**src/rtl/cache_plru_pkg.sv**
```systemverilog
// Shared types and tree helpers for the per-bank pseudo-LRU state store.
// Heap-ordered tree: node 0 is the root, children of node i are 2i+1 / 2i+2.
package cache_plru_pkg;

    typedef enum logic {
        INIT  = 1'b0,
        READY = 1'b1
    } plru_state_e;

    function automatic int lru_width(input int ways);
        return (ways - 1 > 0) ? ways - 1 : 1;
    endfunction

    function automatic int way_sel_width(input int ways);
        return ($clog2(ways) > 0) ? $clog2(ways) : 1;
    endfunction

    // dir=1 selects the right child (way bit 1 at that level)
    function automatic int node_child(input int node, input logic dir);
        return 2 * node + 1 + int'(dir);
    endfunction

    function automatic int node_parent(input int node);
        return (node - 1) / 2;
    endfunction

    function automatic int node_depth(input int node);
        int d;
        int n;
        d = 0;
        n = node;
        for (int i = 0; i < 32; i++) begin
            if (n > 0) begin
                n = (n - 1) / 2;
                d++;
            end
        end
        return d;
    endfunction

endpackage

```
**src/rtl/cache_plru_path_dec.sv**
```systemverilog
// Decodes a touched way into the masked tree update along its root-to-leaf path.
// Each path node is set to point away from the touched way.
module cache_plru_path_dec
    import cache_plru_pkg::*;
#(
    parameter int NUM_WAYS      = 4,
    parameter int WAY_SEL_WIDTH = way_sel_width(NUM_WAYS),
    parameter int LRU_WIDTH     = lru_width(NUM_WAYS)
) (
    input  logic [WAY_SEL_WIDTH-1:0] way,
    output logic [LRU_WIDTH-1:0]     data,
    output logic [LRU_WIDTH-1:0]     mask
);

    always_comb begin
        int   node;
        logic dir;
        data = '0;
        mask = '0;
        node = 0;
        dir  = 1'b0;
        for (int d = 0; d < WAY_SEL_WIDTH; d++) begin
            dir  = |((way >> (WAY_SEL_WIDTH - 1 - d)) & WAY_SEL_WIDTH'(1));
            mask = mask | (LRU_WIDTH'(1) << node);
            if (!dir)
                data = data | (LRU_WIDTH'(1) << node);
            node = node_child(node, dir);
        end
    end

endmodule

```
**src/rtl/cache_plru_store.sv**
```systemverilog
// Per-bank PLRU tree store: clear sweep, masked touch updates, registered reads + victim.
// Define CACHE_PLRU_BYPASS_EN to forward a same-cycle same-line touch into the read.
module cache_plru_store
    import cache_plru_pkg::*;
#(
    parameter int NUM_LINES     = 64,
    parameter int NUM_WAYS      = 4,
    parameter int LINE_SEL_BITS = $clog2(NUM_LINES),
    parameter int WAY_SEL_WIDTH = way_sel_width(NUM_WAYS),
    parameter int LRU_WIDTH     = lru_width(NUM_WAYS)
) (
    input  logic                     clk,
    input  logic                     reset,
    input  logic                     flush,
    input  logic                     stall,
    output logic                     init_done,
    input  logic                     touch_valid,
    input  logic [LINE_SEL_BITS-1:0] touch_line,
    input  logic [WAY_SEL_WIDTH-1:0] touch_way,
    input  logic                     read_valid,
    input  logic [LINE_SEL_BITS-1:0] read_line,
    output logic [LRU_WIDTH-1:0]     read_lru,
    output logic [WAY_SEL_WIDTH-1:0] victim_way
);

    localparam logic [LINE_SEL_BITS-1:0] LAST_LINE = LINE_SEL_BITS'(NUM_LINES - 1);

    plru_state_e              state;
    logic [LINE_SEL_BITS-1:0] sweep_cnt;
    logic [LRU_WIDTH-1:0]     tree_mem [NUM_LINES];
    logic [LRU_WIDTH-1:0]     path_data;
    logic [LRU_WIDTH-1:0]     path_mask;
    logic [LRU_WIDTH-1:0]     touch_new;
    logic [LRU_WIDTH-1:0]     rd_data;
    logic                     touch_en;
    logic                     read_en;

    cache_plru_path_dec #(
        .NUM_WAYS      (NUM_WAYS),
        .WAY_SEL_WIDTH (WAY_SEL_WIDTH),
        .LRU_WIDTH     (LRU_WIDTH)
    ) u_path_dec (
        .way  (touch_way),
        .data (path_data),
        .mask (path_mask)
    );

    // A flush cycle drops any request presented alongside it
    assign touch_en  = (state == READY) && touch_valid && !stall && !flush;
    assign read_en   = (state == READY) && read_valid  && !stall && !flush;
    assign touch_new = (tree_mem[touch_line] & ~path_mask) | (path_data & path_mask);

`ifdef CACHE_PLRU_BYPASS_EN
    assign rd_data = (touch_en && (touch_line == read_line)) ? touch_new : tree_mem[read_line];
`else
    assign rd_data = tree_mem[read_line];
`endif

    // Storage has no reset of its own; the sweep is what clears it
    always_ff @(posedge clk) begin
        if (!reset) begin
            if (state == INIT)
                tree_mem[sweep_cnt] <= '0;
            else if (touch_en)
                tree_mem[touch_line] <= touch_new;
        end
    end

    always_ff @(posedge clk) begin
        if (reset) begin
            state     <= INIT;
            sweep_cnt <= '0;
            read_lru  <= '0;
            init_done <= 1'b0;
        end else begin
            case (state)
                INIT: begin
                    read_lru  <= '0;
                    sweep_cnt <= sweep_cnt + LINE_SEL_BITS'(1);
                    if (sweep_cnt == LAST_LINE) begin
                        state     <= READY;
                        init_done <= 1'b1;
                    end
                end
                READY: begin
                    if (flush) begin
                        state     <= INIT;
                        sweep_cnt <= '0;
                        read_lru  <= '0;
                        init_done <= 1'b0;
                    end else if (read_en) begin
                        read_lru  <= rd_data;
                    end
                end
                default: state <= INIT;
            endcase
        end
    end

    // Walk from the root following the stored bits; node 0 gives the way MSB
    always_comb begin
        int   node;
        logic dir;
        victim_way = '0;
        node       = 0;
        dir        = 1'b0;
        for (int d = 0; d < WAY_SEL_WIDTH; d++) begin
            dir        = |(read_lru & (LRU_WIDTH'(1) << node));
            victim_way = victim_way | (WAY_SEL_WIDTH'(dir) << (WAY_SEL_WIDTH - 1 - d));
            node       = node_child(node, dir);
        end
    end

endmodule

```
**config.mk**
```make
export PLATFORM = sky130hd
export DESIGN_NAME = cache_plru_store
export DESIGN_NICKNAME = d
export VERILOG_FILES = /design/src/rtl/cache_plru_pkg.sv /design/src/rtl/cache_plru_path_dec.sv /design/src/rtl/cache_plru_store.sv
export SDC_FILE = /design/constraint.sdc
export NUM_CORES = 1
export LEC_CHECK = 0
export ABC_AREA = 1
export BUFFER_PORTS_ARGS = -buffer_cell sky130_fd_sc_hd__buf_2
export CORE_UTILIZATION = 30
export DETAILED_ROUTE_END_ITERATION = 8
export GPL_TIMING_DRIVEN = 0
export REMOVE_ABC_BUFFERS = 1
export SYNTH_ARGS = -nofsm -noshare
export SYNTH_HDL_FRONTEND = slang
export SYNTH_SLANG_ARGS = --single-unit
```
**constraint.sdc**
```tcl
create_clock -name clk -period 3.4 [get_ports clk]
set_clock_uncertainty 0.1 [all_clocks]
set_input_delay 0.34 -clock clk [delete_from_list [all_inputs] [get_ports clk]]
set_output_delay 0.34 -clock clk [all_outputs]
set_load 0.02 [all_outputs]
```
Word level (Yosys, flattened, before mapping)
Memory sizes are Yosys's and may differ from the RTL's.
Cells that the tools add are included.
{"block": "op_classes", "add_sub_neg": 3, "eq_ne": 4, "shifts": 2, "muxes": 23, "bitwise": 8, "n_reduce_logical": 11}
{"operator": "$shl 1x32->3 const A", "n": 1}
{"operator": "$mux 1", "n": 13}
{"operator": "$mux 3", "n": 4}
{"operator": "$mux 6", "n": 2}
{"operator": "$pmux 6 s2", "n": 1}
{"operator": "$and 3x3->3", "n": 3}
{"operator": "$add 6x1->6 const B", "n": 1}
{"operator": "$eq 6x6->1 const B", "n": 1}
{"operator": "$logic_and 1x1->1", "n": 6}
{"operator": "$or 3x3->3", "n": 2}
{"operator": "$pmux 3 s2", "n": 1}
{"operator": "$reduce_or 3->1", "n": 2}
{"operator": "$add 1x1->2 const A", "n": 2}
{"operator": "$pmux 1 s2", "n": 2}
{"operator": "$ne 3x2->1 const B", "n": 1}
{"operator": "$not 3->3", "n": 1}
{"operator": "$shl 1x2->3 const A", "n": 1}
{"operator": "$logic_not 1->1", "n": 2}
{"operator": "$ne 2x1->1 const B", "n": 1}
{"operator": "$ne 2x2->1 const B", "n": 1}
{"operator": "$or 2x1->2", "n": 1}
{"operator": "$reduce_and 2->1", "n": 1}
{"operator": "$not 1->1", "n": 1}
{"block": "totals", "reg_bits": 11, "ram_bits": 192, "inputBits": 20, "output_inout_bits": 6, "word_cells": 56, "memories": 1}
{"name": "tree_mem", "words": 64, "width": 3, "read_ports": 2, "rd_clocked_by_memory_dff": 0, "wr": 1, "line_no": "cache_plru_store.sv:30", "text": "logic [LRU_WIDTH-1:0] tree_mem [NUM_LINES];"}

Logic depth before layout (Yosys ltp)
Gate-level depths: netlist (run 1).
{"block": "logic_depth", "depth_word": 9, "mapped_depth": 14, "depth_no_buf": 11}

By module
Synthesis (run 1) repeated with hierarchy kept, for this count alone.
{"block": "hier_totals", "cells_unflattened": 1262, "hier_area_um2": 10580.1}
{"module": "cache_plru_store", "n_inst": 1, "cells_per_inst": 1255, "area_each_um2": 10543.9, "seq_area_each_um2": 5985.7}
{"module": "cache_plru_path_dec", "n_inst": 1, "cells_per_inst": 7, "area_each_um2": 36.3, "seq_area_each_um2": 0.0}

Worst setup path after synthesis (run 1)
No wires, ideal clock.
{"block": "synth_path", "kind": "input -> register", "startpoint": "in reset", "endpoint": "mem tree_mem[0][0] in the netlist's numbering (data pin)", "setup_ns": 0.501, "arrival_time_ns": 2.400, "t_required_ns": 2.799, "path_slack_ns": 0.399, "stages": 5, "path_buffers": 2, "path_cell_list": "buf_2 -> inv_2 -> nand4_4 -> buf_6 -> nor2_1"}
{"block": "synth_via", "elab_chain_len": 4}
{"element": "start, declared", "line_no": "cache_plru_store.sv:13", "text": "input logic reset,"}
{"element": "$mux 1", "line_no": "cache_plru_store.sv:61", "text": "if (!reset) begin"}
{"element": "$mux 1 (implied by the code)", "line_no": "cache_plru_store.sv:65", "text": "tree_mem[touch_line] <= touch_new;"}
{"element": "$reduce_or 3->1 (no source line)"}
{"element": "$mux 3 (no source line)"}
{"element": "end, declared", "line_no": "cache_plru_store.sv:30"}
No other way between the ends.

Worst setup path after layout (run 1)
{"block": "layout_path", "startpoint": "in touch_line[1]", "endpoint": "mem tree_mem[6][0] in the netlist's numbering, enable pin"}
{"block": "layout_via", "elab_chain_len": 1}
{"element": "start, declared", "line_no": "cache_plru_store.sv:18", "text": "input logic [LINE_SEL_BITS-1:0] touch_line,"}
{"element": "$mux 6 (no source line)"}
No other way between the ends.

==> flow_summary.ini, run 1 <==
[sta]
setup_tns_ns = 0
min_period_ns = 3.36
hold_viol_final = 0
tightest_slew_ns = 1.21
slew_headroom = 0.192
maxSlewViolCount = 0
hold_ws_ns = 0.0534
rsz0062_at_grt = no
report.final.setup_viol = 0
period_share = 0.987
fmax_ghz = 0.298

[logic_synthesis]
yosys.cell_types.count = 28
syn_inst = 1100
avgSynthCellArea_um2 = 8.99
synth_edf_count = 192
ys_seq_elements = 203
ys_seq_area_frac = 0.605
async_flop_share = 0
yosys_warnings = 0
syn_area_mm2 = 0.00989
synth_flop_cell = edfxtp_1

[final_layout]
layout_commonest_cell = nand2_1
layout_common_cells = 407 x nand2_1, 283 x nand3_1, 192 x edfxtp_1, 62 x nor2_1
syn2layout_area_growth_pct = 12.6
drive_gt1_frac = 0.0726
final_cells = 1546
nNetsFinal = 1110

[critical_path]
cp.required_ns = 3.45
path_class = input pin to register
cpPeakStageDelay_ns = 0.69
crit_arrival_ns = 3.41
path_buf_inv = 2
crit_chain = buf_2 > inv_2 > o21ai_2 > nand4_1 > nor2_1
cp-start-kind = input pin
worstPathMaxFanout = 33
path_delay_family = buffers and inverters
end_kind = register
slowest_stage = buf_2

[floorplan]
coreArea_mm2 = 0.0325
rows = 66
dieHeight_um = 184
initial_core_util = 0.305
die_w_um = 184
dieArea_mm2 = 0.0337
ios = 26

[placed_design]
dp_hpwl_um = 16900
placed_cells = 1507
gp_congestion = 0.865
port_buffers = 25

[global_routing]
grt_max_degree = 97
grt_pass1_vias = 7510
gr-total-overflow = 0
grt_pass1_wl_um = 43600
antenna_found_initial = 3
track_usage = 0.170

[drt]
drc = 0
postRouteAntennaNets = 0
route.met2.wl_um = 14100
num_vias = 7959
drt-pass1-iter-count = 5
top_layer = met4
wl_um = 28800
viasPerCell = 5.15
drt-initial-drc-count = 819
wl_met3_um = 1580
wl_met1_um = 11900
avgRoutedWirePerCell_um = 18.6

[clock_network]
clockRootBuffer = clkbuf_16
clock-sinks = 203
clk_path_buf_depth = 3
clk_pin_slew_worst_paths_ns = 0.06
post_cts_buffers = 0
numCtsBuffers = 22
clk_latency_ns = 0.51
h-tree-depth = 1
ctsHoldBuffers = 0
tritoncts = yes

[power]
ir_drop_mv = 0.357
p_leak_nw = 4.18
powerDensity_mw_per_mm2 = 497
finalPower_mw = 5.54

[outcome]
outcome = complete, no violations

[min_path]
hold_class = input pin to register

[run]
drv_cap = 0
where the power goes:
part	switching, mW	internal (mW)	leakage [nW]	total, mW
clock network	0.928	1.43	0.346	2.36
logic	0.343	0.129	2.33	0.472
registers	0.00587	2.71	1.50	2.71
cell type report:
| type | instances | area, µm² |
|---|---|---|
| Clock inverter | 7 | 90.1 |
| Sequential cell | 203 | 5990 |
| Multi-Input combinational cell | 805 | 3540 |
| Timing Repair Buffer | 30 | 238 |
| Tap cell | 442 | 553 |
| Clock buffer | 30 | 622 |
| Inverter | 27 | 109 |
| Antenna cell | 2 | 5.00 |
| Fill cell | 3218 | 21300 |
cells in the mapped netlist, types with 2 or more instances:
cell | number | area [µm²]
a21oi_1 | 14 | 70.1
buf_1 | 13 | 48.8
buf_2 | 17 | 85.1
clkbuf_1 | 33 | 124
clkinv_1 | 2 | 7.51
dfxtp_1 | 11 | 220
edfxtp_1 | 192 | 5770
inv_1 | 21 | 78.8
inv_2 | 4 | 15.0
nand2_1 | 407 | 1530
nand3_1 | 283 | 1420
nand4_1 | 9 | 56.3
nor2_1 | 63 | 236
nor4_1 | 8 | 50.1
o21ai_0 | 7 | 35.0
o21ai_2 | 4 | 35.0
cell families after synthesis:
family                   count (synthesis)  synth area share
AO/OA/AOI/OAI                           28            0.0166
buffers and inverters                   92            0.0382
adder cells (fa/ha/maj)                  1           0.00126
flip-flops                             203             0.605
multiplexers                             1           0.00114
AND/OR/NAND/NOR                        775             0.338
state kept, by name (all words and copies together), names as in the netlist:
register / count
init_done: 1
read_lru: 3
state: 1
sweep_cnt: 6
tree_mem: 192
worst reg2reg max path: stages, from the launching register on:
cell and delay [ns]:
dfxtp_1 0.38, inv_2 0.09, nor2_4 0.13, nand4_4 0.30
nand2_1 0.20, o21ai_2 0.14, inv_1 0.26, nand4_1 0.66
nor2_1 0.51
routing by layer:
layer	track usage	vias to the layer above
li1	-	3779
met2	0.293	269
met3	0.0202	66
met5	0	-
met1	0.212	3845
met4	0.0813	0
stage by stage:
stage / worst slack (ns) / util / instance area, µm²
after global routing: 0.0279 / 0.343 / 11100
after detailed placement: -1.11 / 0.321 / 10400
after CTS: 0.0303 / 0.343 / 11100
after global placement: -3.29 / 0.317 / 10300
final: 0.0439 / 0.343 / 11100
after floorplan: 0.494 / - / 9620
worst paths after layout:
| path | start | end | cells after the start | slack (ns) |
|---|---|---|---|---|
| setup / recovery | touch_line[1] | tree_mem[6][0]$_DFFE_PP_ | 5 | 0.04 |
| hold / removal | reset | read_lru[1]$_SDFFE_PP0P_ | 2 | 0.05 |
| setup reg to reg | state$_SDFF_PP0_ | tree_mem[1][2]$_DFFE_PP_ | 8 | 0.30 |
| hold reg to reg | init_done$_SDFFE_PP0P_ | init_done$_SDFFE_PP0P_ | 2 | 0.36 |
what timing repair did:
action | CTS | global route
endpoints found under the setup margin | 128 | 103
gates resized for setup | 1 | 2
pin swaps | 0 | 0
Note: power is estimated with default switching activity, not from simulation.
==> run 2, diff against run 1 <==
clock period = 3.9 ns   (was 3.4 ns; I/O delays follow)
==> flow_summary.ini, run 2 (synthesis results as in run 1) <==
[drt]
drt-pass1-iter-count = 5
viasPerCell = 5.15
avgRoutedWirePerCell_um = 18.6
wl_um = 28700
drt-initial-drc-count = 821
postRouteAntennaNets = 0
num_vias = 7961
drc = 0

[clock_network]
clock-sinks = 203
clk_path_buf_depth = 3
h-tree-depth = 1
clk_latency_ns = 0.51
clk_pin_slew_worst_paths_ns = 0.06
clockRootBuffer = clkbuf_16
tritoncts = yes
numCtsBuffers = 22
post_cts_buffers = 0

[final_layout]
layout_common_cells = 407 x nand2_1, 283 x nand3_1, 192 x edfxtp_1, 62 x nor2_1
largest_reg_flops = 192
stdcell_area_mm2 = 0.0111
syn2layout_area_growth_pct = 12.6
largestRegisters = tree_mem: 192 flops, sweep_cnt: 6 flops, read_lru: 3 flops
layout_commonest_cell = nand2_1
nNetsFinal = 1110
regMostFlops = tree_mem
drive_gt1_frac = 0.0726

[sta]
period_share = 0.895
timing.final.ws_setup_ns = 0.410
maxSlewViolCount = 0
slew_headroom = 0.115
report.final.setup_viol = 0
fmax_ghz = 0.287
rsz0062_at_grt = no
tightest_slew_ns = 1.33
hold_viol_final = 0
min_period_ns = 3.49

[critical_path]
worstPathMaxFanout = 66
reg2reg_depth = 8
crit_arrival_ns = 3.62
cp-start-kind = input pin
slowest_stage = inv_2
crit_chain = buf_4 > inv_2 > nand2_1 > nand3_1 > nand3_1 > nand3_1 > nand3_1 > o21ai_0 > nand2_1 > nand2_1 > o21ai_0 > inv_2 > buf_12
path_class = input pin to register
end_kind = register
r2r_slack_ns = 0.80
cp.required_ns = 4.03
reg2reg_to = tree_mem[1][2]$_DFFE_PP_
path_delay_family = buffers and inverters
path_buf_inv = 4
cpPeakStageDelay_ns = 0.77
r2r-start = state$_SDFF_PP0_
critical_path.most_common_cell = nand3_1

[global_routing]
gr-total-overflow = 0
grt_pass1_vias = 7510
grt_max_degree = 97
antenna_found_initial = 3
grt_pass1_wl_um = 43600
track_usage = 0.170

[power]
ir_drop_mv = 0.312
finalPower_mw = 4.83
powerDensity_mw_per_mm2 = 434
p_leak_nw = 4.17

[floorplan]
coreArea_mm2 = 0.0325
die_w_um = 184
ios = 26
rows = 66
initial_core_util = 0.305
dieArea_mm2 = 0.0337
dieHeight_um = 184

[placed_design]
gp_congestion = 0.865
dp_hpwl_um = 16900
port_buffers = 25
dpl_cell_area_mm2 = 0.0104
dp_slack_ns = -0.664

[run]
drv_cap = 0

[min_path]
hold_depth = 2
min_from = reset
holdPathEnd = read_lru[1]$_SDFFE_PP0P_
hold_class = input pin to register

[outcome]
outcome = complete, no violations
-- run 2: per-layer routing --
layer | wire length, µm | vias to the layer above | global-route usage
li1 | - | 3777 | -
met1 | 11900 | 3836 | 0.212
met2 | 14000 | 279 | 0.293
met3 | 1620 | 69 | 0.0202
met4 | 1190 | 0 | 0.0813
met5 | 0 | - | 0
-- run 2: where the power goes --
part / total, mW / internal (mW) / switching, mW
registers: 2.36 / 2.36 / 0.00512
clock network: 2.05 / 1.24 / 0.810
logic: 0.412 / 0.113 / 0.298
-- run 2: how the worst max path moves through the flow --
stage	slack, ns	depth (start not counted)	from	to
after detailed placement	-0.66	13	touch_line[0]	tree_mem[53][1]$_DFFE_PP_
after CTS	0.48	13	touch_line[0]	tree_mem[53][1]$_DFFE_PP_
after global routing	0.20	13	touch_line[0]	tree_mem[53][1]$_DFFE_PP_
after global placement	-2.84	12	read_line[0]	read_lru[0]$_SDFFE_PP0P_
after floorplan	0.99	4	state$_SDFF_PP0_	tree_mem[0][0]$_DFFE_PP_
final	0.41	13	touch_line[0]	tree_mem[53][1]$_DFFE_PP_
-- run 2: through the flow --
stage / setup TNS, ns / util / hold WS, ns / instances
final: 0 / 0.343 / 0.102 / 1546
after global placement: -316.12 / 0.317 / 0.354 / 1502
after floorplan: 0 / - / 0.357 / 1035
after CTS: 0 / 0.343 / 0.0943 / 1544
after global routing: 0 / 0.343 / 0.114 / 1546
after detailed placement: -65.22 / 0.321 / 0.359 / 1507
-- run 2: what timing repair did --
action                                  4_1_cts  5_1_grt
endpoints found under the setup margin       72        0
hold buffers                                  0        0
resized for setup                             1        0
endpoints found under the hold margin         0        0
-- run 2: cell type report --
cell class,count,area [µm²]
diodes,2,5.00
clock buffers,30,622
clock inverters,7,90.1
fillers,3219,21300
inverters,27,106
multi-input cells,805,3540
flip-flops and latches,203,5990
well taps,442,553
repair buffers,30,238
